$ cat config.mk
export PLATFORM = sky130hd
export DESIGN_NAME = fixed_stream_acc
export DESIGN_NICKNAME = d
export VERILOG_FILES = /design/src/rtl/fixed_pkg.sv /design/src/rtl/fixed_stream_acc.sv
export SDC_FILE = /design/constraint.sdc
export NUM_CORES = 1
export LEC_CHECK = 0
export ABC_AREA = 0
export ABC_CLOCK_PERIOD_IN_PS = 5300
export BUFFER_PORTS_ARGS = -buffer_cell sky130_fd_sc_hd__buf_2
export CORE_ASPECT_RATIO = 1.75
export CORE_UTILIZATION = 23
export CTS_BUF_LIST = sky130_fd_sc_hd__clkbuf_16
export CTS_CLUSTER_SIZE = 12
export DETAILED_ROUTE_END_ITERATION = 10
export MAX_ROUTING_LAYER = met4
export PLACE_DENSITY_LB_ADDON = 0.1
export SKIP_LAST_GASP = 1
export SYNTH_ARGS = -nofsm -noshare
export SYNTH_HDL_FRONTEND = slang
export SYNTH_SLANG_ARGS = --single-unit
export TNS_END_PERCENT = 5
$ cat constraint.sdc
create_clock -name clk -period 5.3 [get_ports clk]
set_clock_uncertainty 0.1 [all_clocks]
set_input_delay 1.06 -clock clk [delete_from_list [all_inputs] [get_ports clk]]
set_output_delay 1.06 -clock clk [all_outputs]
set_load 0.01 [all_outputs]
$ cat src/rtl/fixed_pkg.sv
// Shared types and helpers for the fixed-point stream units.
// Saturating add is evaluated at a fixed maximum width and clamped to the caller's width.
package fixed_pkg;

   localparam int unsigned ACC_MAX_W = 64;
   localparam int unsigned SUM_W     = ACC_MAX_W + 1;

   typedef enum logic {
      ST_ACC  = 1'b0,
      ST_HOLD = 1'b1
   } state_e;

   typedef struct packed {
      logic                 ovf;
      logic [ACC_MAX_W-1:0] sum;
   } sat_res_t;

   // Operands must already be sign-extended from a w-bit signed range (w <= ACC_MAX_W).
   function automatic sat_res_t sat_add(input logic signed [ACC_MAX_W-1:0] acc,
                                        input logic signed [ACC_MAX_W-1:0] ext,
                                        input int unsigned                 w);
      logic signed [SUM_W-1:0] sum;
      logic signed [SUM_W-1:0] hi;
      logic signed [SUM_W-1:0] lo;
      sat_res_t                res;
      sum     = SUM_W'(acc) + SUM_W'(ext);
      hi      = (SUM_W'(1) <<< (w - 1)) - SUM_W'(1);
      lo      = -hi - SUM_W'(1);
      res.ovf = 1'b0;
      res.sum = ACC_MAX_W'(sum);
      if (sum > hi) begin
         res.ovf = 1'b1;
         res.sum = ACC_MAX_W'(hi);
      end else if (sum < lo) begin
         res.ovf = 1'b1;
         res.sum = ACC_MAX_W'(lo);
      end
      return res;
   endfunction

endpackage

$ cat src/rtl/fixed_stream_acc.sv
// Accumulates a programmable-length vector of signed fixed-point elements into one
// saturated sum, presented on a registered valid/ready output.
module fixed_stream_acc
   import fixed_pkg::*;
#(
   parameter int unsigned WIDTH     = 32,
   parameter int unsigned ACC_WIDTH = 48,
   parameter int unsigned LEN_WIDTH = 16
) (
   input  logic                 clk,
   input  logic                 rst_n,
   input  logic [LEN_WIDTH-1:0] cfg_len,
   input  logic                 in_vld,
   input  logic [WIDTH-1:0]     in_dat,
   output logic                 in_rdy,
   output logic                 out_vld,
   output logic [ACC_WIDTH-1:0] out_dat,
   output logic                 out_ovf,
   input  logic                 out_rdy
);

   state_e                      state_q, state_d;
   logic signed [ACC_WIDTH-1:0] acc_q, acc_d;
   logic [LEN_WIDTH-1:0]        cnt_q, cnt_d;
   logic [LEN_WIDTH-1:0]        len_q, len_d;
   logic                        ovf_q, ovf_d;
   logic                        out_vld_q, out_vld_d;
   logic [ACC_WIDTH-1:0]        out_dat_q, out_dat_d;
   logic                        out_ovf_q, out_ovf_d;

   logic                        hs_c;
   logic                        last_c;
   logic [LEN_WIDTH-1:0]        eff_len_c;
   sat_res_t                    sat_c;
   logic signed [ACC_WIDTH-1:0] sum_c;
   logic                        sticky_c;

   assign in_rdy  = (state_q == ST_ACC);
   assign out_vld = out_vld_q;
   assign out_dat = out_dat_q;
   assign out_ovf = out_ovf_q;

   assign hs_c = in_vld && in_rdy;

   // Length is taken from cfg_len on the first element, from len_q afterwards.
   assign eff_len_c = (cnt_q == '0) ? ((cfg_len == '0) ? LEN_WIDTH'(1) : cfg_len) : len_q;
   assign last_c    = (cnt_q == (eff_len_c - LEN_WIDTH'(1)));

   assign sat_c    = sat_add(ACC_MAX_W'(acc_q), ACC_MAX_W'($signed(in_dat)), ACC_WIDTH);
   assign sum_c    = ACC_WIDTH'(sat_c.sum);
   assign sticky_c = ovf_q | sat_c.ovf;

   // Next-state logic for the collect/hold FSM and datapath.
   always_comb begin
      state_d   = state_q;
      acc_d     = acc_q;
      cnt_d     = cnt_q;
      len_d     = len_q;
      ovf_d     = ovf_q;
      out_vld_d = out_vld_q;
      out_dat_d = out_dat_q;
      out_ovf_d = out_ovf_q;
      case (state_q)
         ST_ACC: begin
            if (hs_c) begin
               if (cnt_q == '0) begin
                  len_d = eff_len_c;
               end
               if (last_c) begin
                  out_dat_d = sum_c;
                  out_ovf_d = sticky_c;
                  out_vld_d = 1'b1;
                  state_d   = ST_HOLD;
                  acc_d     = '0;
                  cnt_d     = '0;
                  ovf_d     = 1'b0;
               end else begin
                  acc_d = sum_c;
                  cnt_d = cnt_q + LEN_WIDTH'(1);
                  ovf_d = sticky_c;
               end
            end
         end
         ST_HOLD: begin
            if (out_rdy) begin
               out_vld_d = 1'b0;
               state_d   = ST_ACC;
            end
         end
         default: state_d = ST_ACC;
      endcase
   end

   always_ff @(posedge clk or negedge rst_n) begin
      if (!rst_n) begin
         state_q   <= ST_ACC;
         acc_q     <= '0;
         cnt_q     <= '0;
         len_q     <= '0;
         ovf_q     <= 1'b0;
         out_vld_q <= 1'b0;
         out_dat_q <= '0;
         out_ovf_q <= 1'b0;
      end else begin
         state_q   <= state_d;
         acc_q     <= acc_d;
         cnt_q     <= cnt_d;
         len_q     <= len_d;
         ovf_q     <= ovf_d;
         out_vld_q <= out_vld_d;
         out_dat_q <= out_dat_d;
         out_ovf_q <= out_ovf_d;
      end
   end

endmodule

After elaboration in Yosys (flattened, before gate mapping)

Cells that the tools add are included.

Bits in read-only memories: 0
Bits in writable memories: 0
Input port bits: 52
Register bits: 132
Memories: 0
Bits in latches: 0

Eq/ne operators: 4
Bitwise logic cells: 2
$add $sub $neg: 3
Reduce and logical (&&, ||, !) cells: 7
Shift-type cells: 0
Divide/modulo/power cells: 0
Multiply operators: 0
$lt $le $gt $ge: 2
Mux-type cells: 15

Operators by type and width:

| operator                                                                        | number |
|---|---|
| 65-bit two-way mux                                                              | 2 |
| 48-bit by 32-bit adder with 49-bit output                                       | 1 |
| 49-bit by 48-bit > comparator with 1-bit output (second input constant)         | 1 |
| 49-bit by 48-bit less-than comparator with 1-bit output (second input constant) | 1 |
| 16-bit two-way mux                                                              | 3 |
| 48-bit two-way mux                                                              | 1 |
| 16-bit zero test                                                                | 2 |
| 16-bit by 1-bit adder with 16-bit output (second input constant)                | 1 |
| 16-bit equality test                                                            | 1 |
| 16-bit by 1-bit subtractor with 16-bit output (second input constant)           | 1 |
| 3-bit AND reduction                                                             | 3 |
| 1-bit two-way mux                                                               | 7 |
| 2-bit by 1-bit inequality test with 1-bit output (second input constant)        | 2 |
| 1-bit case mux with 2 select lines                                              | 2 |
| 2-bit inequality test (second input constant)                                   | 1 |
| 2-bit AND reduction                                                             | 1 |
| 1-bit logical AND                                                               | 1 |
| 1-bit inverter                                                                  | 1 |
| 1-bit OR                                                                        | 1 |

Logic depth before layout (Yosys ltp)

Gate-level depths: netlist of the first run.

Depth after elaboration: 8
Mapped depth: 21
Mapped depth without buffers: 17

Worst setup path after synthesis of the first run

OpenSTA, ideal clock, no wires.

Path kind: input to register
From: input cfg_len[9]
To: register out_ovf_q (netlist: out_ovf)
Slack: 0.916 ns
Arrival: 4.156 ns
Data required time: 5.073 ns
Stages: 19
Path through: clkbuf_1 -> or4_4 -> nor4_4 -> a31oi_1 -> nor2_1 -> a21oi_1 -> ha_1 -> nand2b_1 -> nor4b_1 -> mux2i_1 -> xor2_1 -> nor3_1 -> nand4_1 -> nor4_4 -> nand4_1 -> buf_4 -> buf_6 -> nor4_2 -> a21oi_1

Word-level cells in the longest chain between the ends: 6

RTL lines:

| element                                         | RTL line                | source |
|---|---|---|
| from (decl)                                     | fixed_stream_acc.sv:12  | `input logic [LEN_WIDTH-1:0] cfg_len,` |
| 16-bit zero test                                | fixed_stream_acc.sv:46  | `assign eff_len_c = (cnt_q == '0) ? ((cfg_len == '0) ? LEN_WIDTH'(1) : cfg_len) : len_q;` |
| 16-bit two-way mux * (2 in a row)               | fixed_stream_acc.sv:46  |  |
| 16-bit by 1-bit subtractor with 16-bit output * | fixed_stream_acc.sv:47  | `assign last_c = (cnt_q == (eff_len_c - LEN_WIDTH'(1)));` |
| 16-bit equality test *                          | fixed_stream_acc.sv:47  |  |
| 3-bit AND reduction (no line) *                 | -                       |  |
| to (signal assigned)                            | fixed_stream_acc.sv:112 | `out_ovf_q <= out_ovf_d;` |
| to (decl)                                       | fixed_stream_acc.sv:29  | `logic out_ovf_q, out_ovf_d;` |

Every way passes the cells marked *; elsewhere a longest branch is shown, timed or not.
A chain may end at the register's enable or synchronous reset.

Worst setup path in the final report of the first run

From: register cnt_q[0]
To: register out_dat_q[47] (netlist: out_dat[47])

Word-level cells in the longest chain between the ends: 5

RTL lines:

| element                                       | RTL line                | source |
|---|---|---|
| from (decl)                                   | fixed_stream_acc.sv:24  | `logic [LEN_WIDTH-1:0] cnt_q, cnt_d;` |
| from (signal assigned)                        | fixed_stream_acc.sv:107 | `cnt_q <= cnt_d;` |
| 16-bit zero test                              | fixed_stream_acc.sv:46  |  |
| 16-bit two-way mux                            | fixed_stream_acc.sv:46  |  |
| 16-bit by 1-bit subtractor with 16-bit output | fixed_stream_acc.sv:47  |  |
| 16-bit equality test *                        | fixed_stream_acc.sv:47  |  |
| 3-bit AND reduction (no line) *               | -                       |  |
| to (signal assigned)                          | fixed_stream_acc.sv:111 | `out_dat_q <= out_dat_d;` |
| to (decl)                                     | fixed_stream_acc.sv:28  | `logic [ACC_WIDTH-1:0] out_dat_q, out_dat_d;` |

Marked as above.

==> results_tabular.tex, run 1 <==
\begin{tabular}{lr}
\hline
Metric & Value \\
\hline
\multicolumn{2}{l}{\textbf{Pwr}} \\
Areal power density over the cells & 585 nW/um2 \\
Maximum vdd drop & between 200 and 300 uV \\
Leakage power & 5.24 nW \\
\multicolumn{2}{l}{\textbf{Clock tree}} \\
Max Root-Sink Buffers & 2 \\
Clk slew on worst S/H paths & 60 ps \\
Clock H-tree levels & 4 \\
Number of buffers created by CTS & 17 \\
TritonCTS clock tree & done \\
Number of instances resized during post-cts repair & 0 \\
Later-pin clock latency in the skew report & 440 ps \\
Setup repair bufs after CTS & 0 \\
TritonCTS Sinks & between 100 and 150 \\
Cts hold-fix bufs & 0 \\
Clock Root Buffer & sky130\_fd\_sc\_hd\_\_clkbuf\_16 \\
\multicolumn{2}{l}{\textbf{Timing}} \\
Max Clock Freq & 204 MHz \\
Worst Tran Pin Value & between 800 and 900 ps \\
Shortest period the worst path allows & 4900 ps \\
Number of hold-slack violations in the final timing report & 0 \\
Number of pins exceeding their max-slew limit in the final report & 0 \\
Worst hold slack across all endpoints & 379 ps \\
Relative slew slack & 0.437 \\
Setup tns final & 0 ps \\
Final-report setup violation count & 0 \\
Crit share post-route & 0.925 \\
Unrepaired setup endpoints after global routing & no \\
\multicolumn{2}{l}{\textbf{Synth}} \\
Area of the mapped netlist & 9620 um2 \\
Syn. warnings & 0 \\
Most area-hungry cell type in the Yosys netlist & sky130\_fd\_sc\_hd\_\_dfrtp\_1 \\
Seq cells post-synth & 132 \\
Synth Area per Inst & 8.54 um2 \\
Portion of synthesized cell area occupied by the leading cell type & 0.343 \\
Largest cells by area after synthesis & sky130\_fd\_sc\_hd\_\_dfrtp\_1 (34\%), sky130\_fd\_sc\_hd\_\_ha\_1 (6.6\%), sky130\_fd\_sc\_hd\_\_nand2\_1 (6.5\%) \\
Number of enable flip-flop cells after synthesis & 0 \\
Number of distinct library cells after synthesis & 76 \\
Cell with the most instances after synthesis & sky130\_fd\_sc\_hd\_\_nand2\_1 \\
Instance count of the mapped netlist & 1127 \\
Commonest register cell after synthesis & sky130\_fd\_sc\_hd\_\_dfrtp\_1 \\
Cell types with the highest counts after synthesis & sky130\_fd\_sc\_hd\_\_nand2\_1 (166), sky130\_fd\_sc\_hd\_\_dfrtp\_1 (132), sky130\_fd\_sc\_hd\_\_nor2\_1 (98) \\
Async S/R FF share, synth & 1.00 \\
Sequential-to-total area share from yosys stat & 0.343 \\
Net count of the mapped netlist & 1231 \\
\multicolumn{2}{l}{\textbf{Drt}} \\
Number of detailed-route iterations in the first pass & 4 \\
Iteration-0 DRC count of the detailed router & $\sim$280 \\
Via count & 8576 \\
Number of vias per cell after detailed routing & 4.83 \\
DRT antenna net count & 0 \\
Routed wire length & approximately 36 mm \\
Average wire length per cell after detail routing & 20.3 um \\
Residual DRC count & 0 \\
\multicolumn{2}{l}{\textbf{Run}} \\
Maxcap violations & 0 \\
\multicolumn{2}{l}{\textbf{Critical path}} \\
Endpoint class of the critical path & register \\
Setup crit start kind & register \\
Crit path cell chain & inv\_1 -> ha\_1 -> nor4b\_2 -> nand4\_1 -> buf\_4 -> a21oi\_1 -> ha\_1 -> nand2b\_1 -> or4\_1 -> o31ai\_1 -> nor4b\_1 -> a311oi\_1 -> a21oi\_1 -> buf\_4 -> nand4\_1 -> buf\_4 -> mux2\_2 \\
Class of the most critical setup path & register to register \\
Worst EP required & around 5500 ps \\
Most repeated library cell on the critical path & sky130\_fd\_sc\_hd\_\_buf\_4 \\
Worst path arrival time & around 5100 ps \\
Longest individual stage delay on the worst path & a little under 600 ps \\
Critical-path maximum fanout & 64 \\
Slowest-stage cell, CP & sky130\_fd\_sc\_hd\_\_buf\_4 \\
\multicolumn{2}{l}{\textbf{Global routing}} \\
Gr usage total & 0.181 \\
First-pass GRT wire length & 55.4 mm \\
Via count of the first global-routing pass & 9142 \\
Number of antenna violations at the first check in global routing & 0 \\
Maximum number of pins on one net before global-route repair & 65 \\
GRT Residual Overflow & 0 \\
\multicolumn{2}{l}{\textbf{Placement}} \\
Placer congestion estimate & roughly 0.90 \\
HPWL after DPL & around 28 mm \\
Number of buffer cells added on primary ports & 102 \\
\multicolumn{2}{l}{\textbf{Floorplan}} \\
Top-level I/O count & between 100 and 150 \\
Height of the die & 273 um \\
Full die area & about 43000 um2 \\
Core Box Area & 41100 um2 \\
Number of placement rows & 98 \\
Die W & around 160 um \\
Initial Util & 0.234 \\
\multicolumn{2}{l}{\textbf{Run status}} \\
Outcome & finished clean \\
\multicolumn{2}{l}{\textbf{Worst hold path}} \\
Class of the tightest hold or removal check & register to register \\
\multicolumn{2}{l}{\textbf{Final layout}} \\
Area added between synthesis and finish & 19.0\% \\
Antenna diode count & 0 \\
Final net count & 1316 \\
Layout cells sized above 1 & 0.178 \\
\hline
\end{tabular}
[final cells by class]
class	instances	area, um2
inverter	29	109
fill	4467	29600
sequential	132	3300
tap	550	688
clock inverter	15	213
timing repair buffer	139	845
clock buffer	17	425
multi-input combinational	893	5860
[path summary, 6_finish.rpt]
check / slack, ps / endpoint / cells after the start / startpoint
worst max-delay path: 400 / out_dat[47] / 17 / cnt_q[0]
worst min register to register: 380 / out_dat[42] / 2 / out_dat[42]
max in group asynchronous: 3560 / acc_q[8] / 2 / rst_n
worst min-delay path: 380 / out_dat[42] / 2 / out_dat[42]
worst max register to register: 400 / out_dat[47] / 17 / cnt_q[0]
min in group asynchronous: 510 / len_q[2] / 1 / rst_n
[where the power goes]
part           internal (mW)  total [mW]  switching [mW]  leakage, nW
Combinational           1.50        3.93            2.43         3.23
Sequential              1.24        1.43           0.189         1.70
Clock                  0.830        1.33           0.503        0.310
Total                   3.57        6.69            3.12         5.24
[routing by layer]
layer  vias to the layer above  GRT usage  part of all wire  wire [um]
li1                       4213          -                 -          -
met3                        39     0.0273             0.027        973
met1                      4178      0.175              0.37      13400
met2                       146      0.352              0.57      20700
met4                         0     0.0671             0.028       1010
met5                         -          -                 0          0
[critical path: cells and delay by family, from the launching register on]
family / cells / cell delay (ps)
adders and majority gates: 2 / 480
buffers and inverters: 4 / 1160
and+or+nand+nor: 6 / 1490
AOI/OAI and AO/OA: 4 / 680
muxes: 1 / 410
DFF: 1 / 430
[cells in the final DEF (no fill, tap or decap), types with 26 or more instances in the layout]
master,synthesis,final
sky130_fd_sc_hd__dfrtp_1,132,132
sky130_fd_sc_hd__buf_2,25,101
sky130_fd_sc_hd__xnor2_1,42,42
sky130_fd_sc_hd__inv_1,28,29
sky130_fd_sc_hd__a21oi_1,77,77
sky130_fd_sc_hd__o31ai_1,26,26
sky130_fd_sc_hd__nand2_1,166,165
sky130_fd_sc_hd__xor2_1,34,34
sky130_fd_sc_hd__nor2_1,98,97
sky130_fd_sc_hd__ha_1,51,51
sky130_fd_sc_hd__buf_4,3,33
sky130_fd_sc_hd__o21ai_0,81,81
[logic make-up (layout without fill, tap and decap cells)]
| kind of cell | after synthesis | in the layout | share of synthesized area |
|---|---|---|---|
| AND/OR/NAND/NOR | 397 | 397 | 0.200 |
| AO/OA/AOI/OAI | 316 | 316 | 0.213 |
| flip-flops | 132 | 132 | 0.343 |
| buffers and inverters | 102 | 200 | 0.0479 |
| XOR/XNOR | 77 | 77 | 0.0709 |
| adder cells (fa/ha/maj) | 67 | 67 | 0.0840 |
| multiplexers | 36 | 36 | 0.0411 |
[state kept, by name (all words and copies together) (netlist names)]
name     flops
out_vld      1
cnt_q       16
acc_q       48
len_q       16
out_dat     48
ovf_q        1
state_q      1
out_ovf      1
[metrics by stage]
stage	power, mW	worst slack (ps)	std cells	util	instance area [um2]
final	6.69	398	1775	0.279	11400
after global routing	7.25	76.0	1775	0.279	11400
after CTS	6.82	311	1775	0.279	11400
after detailed placement	5.43	268	1743	0.263	10800
after global placement	5.45	312	1743	0.263	10800
after floorplan	4.07	916	1127	-	9620
Power figures use the tool's default switching activity.
==> run 2, diff against run 1 <==
--- a/config.mk
+++ b/config.mk
@@ -6,7 +6,7 @@
 export NUM_CORES = 1
 export LEC_CHECK = 0
 export ABC_AREA = 0
-export ABC_CLOCK_PERIOD_IN_PS = 5300
+export ABC_CLOCK_PERIOD_IN_PS = 5490
 export BUFFER_PORTS_ARGS = -buffer_cell sky130_fd_sc_hd__buf_2
 export CORE_ASPECT_RATIO = 1.75
 export CORE_UTILIZATION = 23
==> constraint.sdc (replaced) <==
create_clock -name clk -period 5.49 [get_ports clk]
set_clock_uncertainty 0.1 [all_clocks]
set_input_delay 1.098 -clock clk [delete_from_list [all_inputs] [get_ports clk]]
set_output_delay 1.098 -clock clk [all_outputs]
set_load 0.01 [all_outputs]
==> run 2 against run 1 <==
  * Critical path depth is 3 lower
  * Register-to-register slack better by 150 ps
  * Setup slack better by 40 ps
  * Flip-flop and latch count stayed put
  * Non-clock buffer count is 11 lower
  * Largest power group unchanged
  * Wire length is 1.7% lower
  * Via count is 0.91% lower
  * Critical path type is now input pin to register
  * Combinational power is 5.6% lower
  * Sequential share of layout area is 0.50 points higher
  * Hold slack worse by 4.0 ps
==> results_tabular.tex, run 2 (same netlist as run 1, synthesis figures left out) <==
\begin{tabular}{lr}
\hline
Metric & Value \\
\hline
\multicolumn{2}{l}{\textbf{Run status}} \\
Outcome & finished clean \\
\multicolumn{2}{l}{\textbf{Floorplan}} \\
Top-level I/O count & 103 (unchanged) \\
Full die area & 42700 um2 (unchanged) \\
Die W & 157 um (unchanged) \\
Initial Util & 0.234 (unchanged) \\
Number of placement rows & 98 (unchanged) \\
Height of the die & 273 um (unchanged) \\
Core Box Area & 41100 um2 (unchanged) \\
\multicolumn{2}{l}{\textbf{Run}} \\
Maxcap violations & 0 (unchanged) \\
\multicolumn{2}{l}{\textbf{Timing}} \\
Shortest period the worst path allows & 5050 ps \\
Max Clock Freq & 198 MHz \\
Number of pins exceeding their max-slew limit in the final report & 0 (unchanged) \\
Worst Tran Pin Value & 815 ps (-26.4 ps) \\
Final-report setup violation count & 0 (unchanged) \\
Crit share post-route & 0.920 \\
Worst hold slack across all endpoints & 375 ps (-3.95 ps) \\
Number of hold-slack violations in the final timing report & 0 (unchanged) \\
Setup tns final & 0 ps (unchanged) \\
Relative slew slack & 0.455 (+0.0176) \\
Unrepaired setup endpoints after global routing & no \\
Smallest setup slack after layout & 438 ps (+39.7 ps) \\
\multicolumn{2}{l}{\textbf{Placement}} \\
Placer congestion estimate & 0.849 (-5.5\%) \\
Placed standard-cell area & 10700 um2 (-1.0\%) \\
HPWL after DPL & 27.6 mm (-1.4\%) \\
Placed Cells & 1732 (-0.63\%) \\
Placement Setup Slack & -45.0 ps (-313 ps) \\
Number of buffer cells added on primary ports & 102 (unchanged) \\
\multicolumn{2}{l}{\textbf{Drt}} \\
DRT antenna net count & 0 (unchanged) \\
Number of vias per cell after detailed routing & 4.82 (-0.29\%) \\
Number of detailed-route iterations in the first pass & 5 (+1) \\
Average wire length per cell after detail routing & 20.1 um (-1.0\%) \\
Via count & 8498 (-0.91\%) \\
Iteration-0 DRC count of the detailed router & 277 (-0.72\%) \\
Routed wire length & 35.5 mm (-1.7\%) \\
Residual DRC count & 0 (unchanged) \\
\multicolumn{2}{l}{\textbf{Pwr}} \\
Leakage power & 5.15 nW (-1.8\%) \\
Maximum vdd drop & 226 uV (-14\%) \\
Areal power density over the cells & 552 nW/um2 (-5.5\%) \\
\multicolumn{2}{l}{\textbf{Global routing}} \\
Gr usage total & 0.178 (-0.00253) \\
Via count of the first global-routing pass & 8950 (-2.1\%) \\
First-pass GRT wire length & 54.6 mm (-1.4\%) \\
GRT Residual Overflow & 0 (unchanged) \\
Maximum number of pins on one net before global-route repair & 65 (unchanged) \\
Number of antenna violations at the first check in global routing & 0 (unchanged) \\
\multicolumn{2}{l}{\textbf{Final layout}} \\
Area added between synthesis and finish & 16.9\% \\
Filler-free cell count of the finished design & 1764 (-0.62\%) \\
Antenna diode count & 0 (unchanged) \\
Number of fill cells & 4490 (+0.51\%) \\
Layout cells sized above 1 & 0.167 (-0.0107) \\
Most common library cell in the layout ignoring fill and taps & sky130\_fd\_sc\_hd\_\_nand2\_1 \\
Final net count & 1305 (-0.84\%) \\
Highest-count cells in the layout ignoring fill and taps & sky130\_fd\_sc\_hd\_\_nand2\_1 (165), sky130\_fd\_sc\_hd\_\_dfrtp\_1 (132), sky130\_fd\_sc\_hd\_\_buf\_2 (101) \\
Final std cell area, no fill & 11200 um2 (-1.7\%) \\
\multicolumn{2}{l}{\textbf{Critical path}} \\
Worst path arrival time & 5320 ps (+200 ps) \\
Worst EP required & 5760 ps (+240 ps) \\
Setup crit start kind & input pin \\
Endpoint class of the critical path & register \\
Class of the most critical setup path & input pin to register \\
Critical-path maximum fanout & 11 (-83\%) \\
\multicolumn{2}{l}{\textbf{Clock tree}} \\
TritonCTS Sinks & 132 (unchanged) \\
Number of buffers created by CTS & 17 (unchanged) \\
Cts hold-fix bufs & 0 (unchanged) \\
Setup repair bufs after CTS & 0 (unchanged) \\
Clock H-tree levels & 4 (unchanged) \\
Max Root-Sink Buffers & 2 (unchanged) \\
Number of instances resized during post-cts repair & 0 (unchanged) \\
Clock Root Buffer & sky130\_fd\_sc\_hd\_\_clkbuf\_16 \\
Later-pin clock latency in the skew report & 440 ps (about the same) \\
Clk slew on worst S/H paths & 60 ps (about the same) \\
TritonCTS clock tree & done \\
\multicolumn{2}{l}{\textbf{Worst hold path}} \\
Class of the tightest hold or removal check & register to register \\
\hline
\end{tabular}
run 2: path summary, 6_finish.rpt:
check | endpoint | cells after the start | from | slack, ps
setup / recovery | acc_q[1] | 14 | in_dat[15] | 440
max in group asynchronous | acc_q[31] | 2 | rst_n | 3700
min in group asynchronous | len_q[2] | 1 | rst_n | 520
setup reg to reg | out_dat[25] | 17 | cnt_q[0] | 550
hold / removal | out_dat[16] | 2 | out_dat[16] | 370
hold reg to reg | out_dat[16] | 2 | out_dat[16] | 370
run 2: per-layer routing:
metal,global-route usage,share of wire
met3,0.0260,0.028
met1,0.179,0.38
met5,-,0
met2,0.339,0.57
met4,0.0689,0.030
run 2: metrics by stage:
stage | power [mW] | utilization
after CTS | 6.33 | 0.274
after global routing | 6.73 | 0.274
after global placement | 5.17 | 0.260
final | 6.22 | 0.274
after floorplan | 3.93 | -
after detailed placement | 5.17 | 0.260
run 2: power by group:
| group | internal [mW] | total (mW) | leakage (nW) | switching (mW) |
|---|---|---|---|---|
| Combinational | 1.37 | 3.71 | 3.17 | 2.34 |
| Sequential | 1.19 | 1.38 | 1.70 | 0.189 |
| Clock | 0.654 | 1.12 | 0.276 | 0.469 |
| Total | 3.22 | 6.22 | 5.15 | 2.99 |
run 2: layout make-up:
cell class	instances	area, um2	share of cell area
well taps	550	688	0.0612
inverters	29	109	0.00968
clock buffers	17	425	0.0378
flip-flops and latches	132	3300	0.294
repair buffers	128	737	0.0655
multi-input cells	893	5860	0.521
clock inverters	15	125	0.0111
run 2: critical path, stage by stage:
cell	delay, ps
sky130_fd_sc_hd__buf_2	100
sky130_fd_sc_hd__ha_1	460
sky130_fd_sc_hd__nand2_1	220
sky130_fd_sc_hd__nor3_1	430
sky130_fd_sc_hd__o211ai_1	220
sky130_fd_sc_hd__or4_1	480
sky130_fd_sc_hd__o21a_1	250
sky130_fd_sc_hd__o21ai_1	410
sky130_fd_sc_hd__a41oi_1	200
sky130_fd_sc_hd__buf_4	220
sky130_fd_sc_hd__and2_1	270
sky130_fd_sc_hd__buf_4	240
sky130_fd_sc_hd__nor3_4	500
sky130_fd_sc_hd__a22o_1	210
==> run 3, diff against run 2 <==
--- a/config.mk
+++ b/config.mk
@@ -9,12 +9,13 @@
 export ABC_CLOCK_PERIOD_IN_PS = 5490
 export BUFFER_PORTS_ARGS = -buffer_cell sky130_fd_sc_hd__buf_2
 export CORE_ASPECT_RATIO = 1.75
-export CORE_UTILIZATION = 23
+export CORE_UTILIZATION = 55
 export CTS_BUF_LIST = sky130_fd_sc_hd__clkbuf_16
 export CTS_CLUSTER_SIZE = 12
 export DETAILED_ROUTE_END_ITERATION = 10
 export MAX_ROUTING_LAYER = met4
 export PLACE_DENSITY_LB_ADDON = 0.1
+export REMOVE_ABC_BUFFERS = 1
 export SKIP_LAST_GASP = 1
 export SYNTH_ARGS = -nofsm -noshare
 export SYNTH_HDL_FRONTEND = slang
==> run 3 against run 2 <==
  * Hold slack got worse by 4.8 ps
  * Count of clock-buffer cells in the layout did not move
  * Sequential power barely moved
  * Total power fell by 0.44%
==> results_tabular.tex, run 3 (same netlist as run 1, synthesis figures left out) <==
\begin{tabular}{lr}
\hline
Metric & Value \\
\hline
\multicolumn{2}{l}{\textbf{Floorplan}} \\
Top-level I/O count & 103 (unchanged) \\
Initial Util & 0.565 (+0.331) \\
Height of the die & 177 um (-35\%) \\
Core Box Area & 17000 um2 (-59\%) \\
Full die area & 18000 um2 (-58\%) \\
Die W & 102 um (-35\%) \\
Number of placement rows & 63 (-36\%) \\
\multicolumn{2}{l}{\textbf{Timing}} \\
Max Clock Freq & 221 MHz (+12\%) \\
Shortest period the worst path allows & 4520 ps (-533 ps) \\
Relative slew slack & 0.323 (-0.132) \\
Unrepaired setup endpoints after global routing & no \\
Final-report setup violation count & 0 (unchanged) \\
Crit share post-route & 0.823 (-0.0971) \\
Worst Tran Pin Value & 1010 ps (+196 ps) \\
Number of hold-slack violations in the final timing report & 0 (unchanged) \\
Number of pins exceeding their max-slew limit in the final report & 0 (unchanged) \\
\multicolumn{2}{l}{\textbf{Pwr}} \\
Maximum vdd drop & 328 uV (+45\%) \\
Switching power & 2.96 mW (-1.0\%) \\
Combinational group share of total power & 0.584 (-0.013) \\
Overall power & 6.19 mW (-0.44\%) \\
Internal cell power & 3.22 mW (+0.11\%) \\
Clock share of power & 0.191 (+0.010) \\
Switching share of total power & 0.479 (-0.00286) \\
Leakage power & 5.13 nW (-0.38\%) \\
Areal power density over the cells & 570 nW/um2 (+3.3\%) \\
Part of the power in registers & 0.225 (+0.002) \\
\multicolumn{2}{l}{\textbf{Clock tree}} \\
Clock Root Buffer & sky130\_fd\_sc\_hd\_\_clkbuf\_16 \\
TritonCTS clock tree & done \\
Later-pin clock latency in the skew report & 440 ps (about the same) \\
Clock H-tree levels & 4 (unchanged) \\
Number of instances resized during post-cts repair & 0 (unchanged) \\
Cts hold-fix bufs & 0 (unchanged) \\
Number of buffers created by CTS & 17 (unchanged) \\
TritonCTS Sinks & 132 (unchanged) \\
Setup repair bufs after CTS & 0 (unchanged) \\
Clk slew on worst S/H paths & 70 ps (about the same) \\
Max Root-Sink Buffers & 2 (unchanged) \\
\multicolumn{2}{l}{\textbf{Final layout}} \\
Number of fill cells & 1550 (-65\%) \\
Sequential cell area & 3300 um2 (unchanged) \\
Layout cells sized above 1 & 0.168 (+0.000831) \\
Final net count & 1299 (-0.46\%) \\
Most common library cell in the layout ignoring fill and taps & sky130\_fd\_sc\_hd\_\_nand2\_1 \\
Antenna diode count & 0 (unchanged) \\
Area added between synthesis and finish & 12.7\% \\
Area taken by multi-input logic gates & 5860 um2 (unchanged) \\
Final Util & 0.637 (+0.363) \\
Highest-count cells in the layout ignoring fill and taps & sky130\_fd\_sc\_hd\_\_nand2\_1 (165), sky130\_fd\_sc\_hd\_\_dfrtp\_1 (132), sky130\_fd\_sc\_hd\_\_buf\_2 (101) \\
\multicolumn{2}{l}{\textbf{Critical path}} \\
Length in cells of the worst reg-to-reg path & 17 (unchanged) \\
Crit path cell chain & buf\_2 -> or4\_4 -> nor4\_4 -> a31oi\_1 -> nor2\_1 -> a21oi\_1 -> ha\_1 -> nand2b\_1 -> or4\_1 -> o31ai\_1 -> nor4b\_1 -> a311oi\_1 -> a21oi\_1 -> nand4\_1 -> inv\_1 -> buf\_4 -> mux2\_2 \\
R2r endpoint & out\_dat[23] \\
Reg-to-reg startpoint & cnt\_q[0] \\
Class of the most critical setup path & input pin to register \\
Worst path arrival time & 4750 ps (-570 ps) \\
Endpoint class of the critical path & register \\
Critical-path maximum fanout & 14 (+3) \\
Most repeated library cell on the critical path & sky130\_fd\_sc\_hd\_\_a21oi\_1 \\
Slack of the worst reg-to-reg path & 1000 ps (+450 ps) \\
Setup crit start kind & input pin \\
Slowest-stage cell, CP & sky130\_fd\_sc\_hd\_\_or4\_4 \\
Worst EP required & 5720 ps (-40 ps) \\
Longest individual stage delay on the worst path & 560 ps (+60 ps) \\
\multicolumn{2}{l}{\textbf{Drt}} \\
Iteration-0 DRC count of the detailed router & 362 (+31\%) \\
Via count & 8735 (+2.8\%) \\
Routed wire length & 29.3 mm (-17\%) \\
Number of detailed-route iterations in the first pass & 5 (unchanged) \\
Residual DRC count & 0 (unchanged) \\
DRT antenna net count & 0 (unchanged) \\
Number of vias per cell after detailed routing & 6.09 (+26\%) \\
Average wire length per cell after detail routing & 20.4 um (+1.5\%) \\
\multicolumn{2}{l}{\textbf{Global routing}} \\
GRT Residual Overflow & 0 (unchanged) \\
Via count of the first global-routing pass & 9117 (+1.9\%) \\
Met2 track demand over resource & 0.640 (+0.301) \\
Maximum number of pins on one net before global-route repair & 93 (+43\%) \\
Gr usage total & 0.354 (+0.176) \\
GR Util met3 & 0.0565 (+0.0305) \\
Busiest metal layer after global routing & met2 \\
First-pass GRT wire length & 46.3 mm (-15\%) \\
GRT met1 Usage & 0.332 (+0.153) \\
Number of antenna violations at the first check in global routing & 0 (unchanged) \\
\multicolumn{2}{l}{\textbf{Worst hold path}} \\
Number of stages on the worst hold path & 2 (unchanged) \\
Min-Delay Endpoint & out\_vld \\
Startpoint of the lowest-slack hold path & out\_vld \\
Class of the tightest hold or removal check & register to register \\
\multicolumn{2}{l}{\textbf{Run status}} \\
Outcome & finished clean \\
\multicolumn{2}{l}{\textbf{Placement}} \\
HPWL after DPL & 22.4 mm (-19\%) \\
Number of buffer cells added on primary ports & 102 (unchanged) \\
Placer congestion estimate & 1.02 (+20\%) \\
\multicolumn{2}{l}{\textbf{Run}} \\
Maxcap violations & 0 (unchanged) \\
\hline
\end{tabular}
-- run 3: changes by cell type in the layout (fill, tap and decap cells not counted), sizes merged --
cell	change
inv	+4
clkinv	-4
buf	-6
-- run 3: critical path, delay by kind of cell --
kind	cells	cell delay, ps
adder cells (fa/ha/maj)	1	280
AND/OR/NAND/NOR	7	1720
AO/OA/AOI/OAI	5	730
buffers and inverters	3	540
multiplexers	1	360
-- run 3: final cells by class --
class / count / area share
Clock buffer: 17 / 0.0392
Clock inverter: 15 / 0.0158
Inverter: 29 / 0.0100
Multi-Input combinational cell: 893 / 0.540
Sequential cell: 132 / 0.305
Tap cell: 227 / 0.0262
Timing Repair Buffer: 122 / 0.0638
-- run 3: worst max path at each step --
stage          cells past startpoint     endpoint  slack [ps]       start
6_report                          17  out_dat[23]         970  cfg_len[9]
5_1_grt                           18  out_dat[23]         490    cnt_q[0]
4_1_cts                           17  out_dat[15]         980    cnt_q[0]
3_5_place_dp                      17  out_dat[15]         550  cfg_len[9]
3_3_place_gp                      17  out_dat[23]         580  cfg_len[9]
2_1_floorplan                     16  out_dat[13]       -1440    cnt_q[0]
-- run 3: metrics by stage --
step                      area (um2)  setup TNS, ps  setup WS, ps  cells  hold WS [ps]
after global routing           10800              0           485   1435           389
after global placement         10200              0           584   1403           353
after detailed placement       10200              0           546   1403           360
after CTS                      10800              0           977   1435           375
after floorplan                 9270         -50350         -1440   1054           353
final                          10800              0           971   1435           370
-- run 3: routing by layer --
layer  up-vias  share of wire
met1      4171           0.35
met5         -              0
met2       256           0.54
met4         0          0.070
met3       125          0.033
li1       4183              -
-- run 3: power by group through the flow --
stage	combinational, mW	clock, mW	sequential, mW
2_1_floorplan	2.52	0	1.33
3_3_place_gp	3.52	0	1.40
3_5_place_dp	3.56	0	1.40
4_1_cts	3.58	1.20	1.39
5_1_grt	3.98	1.23	1.41
6_report	3.62	1.18	1.39
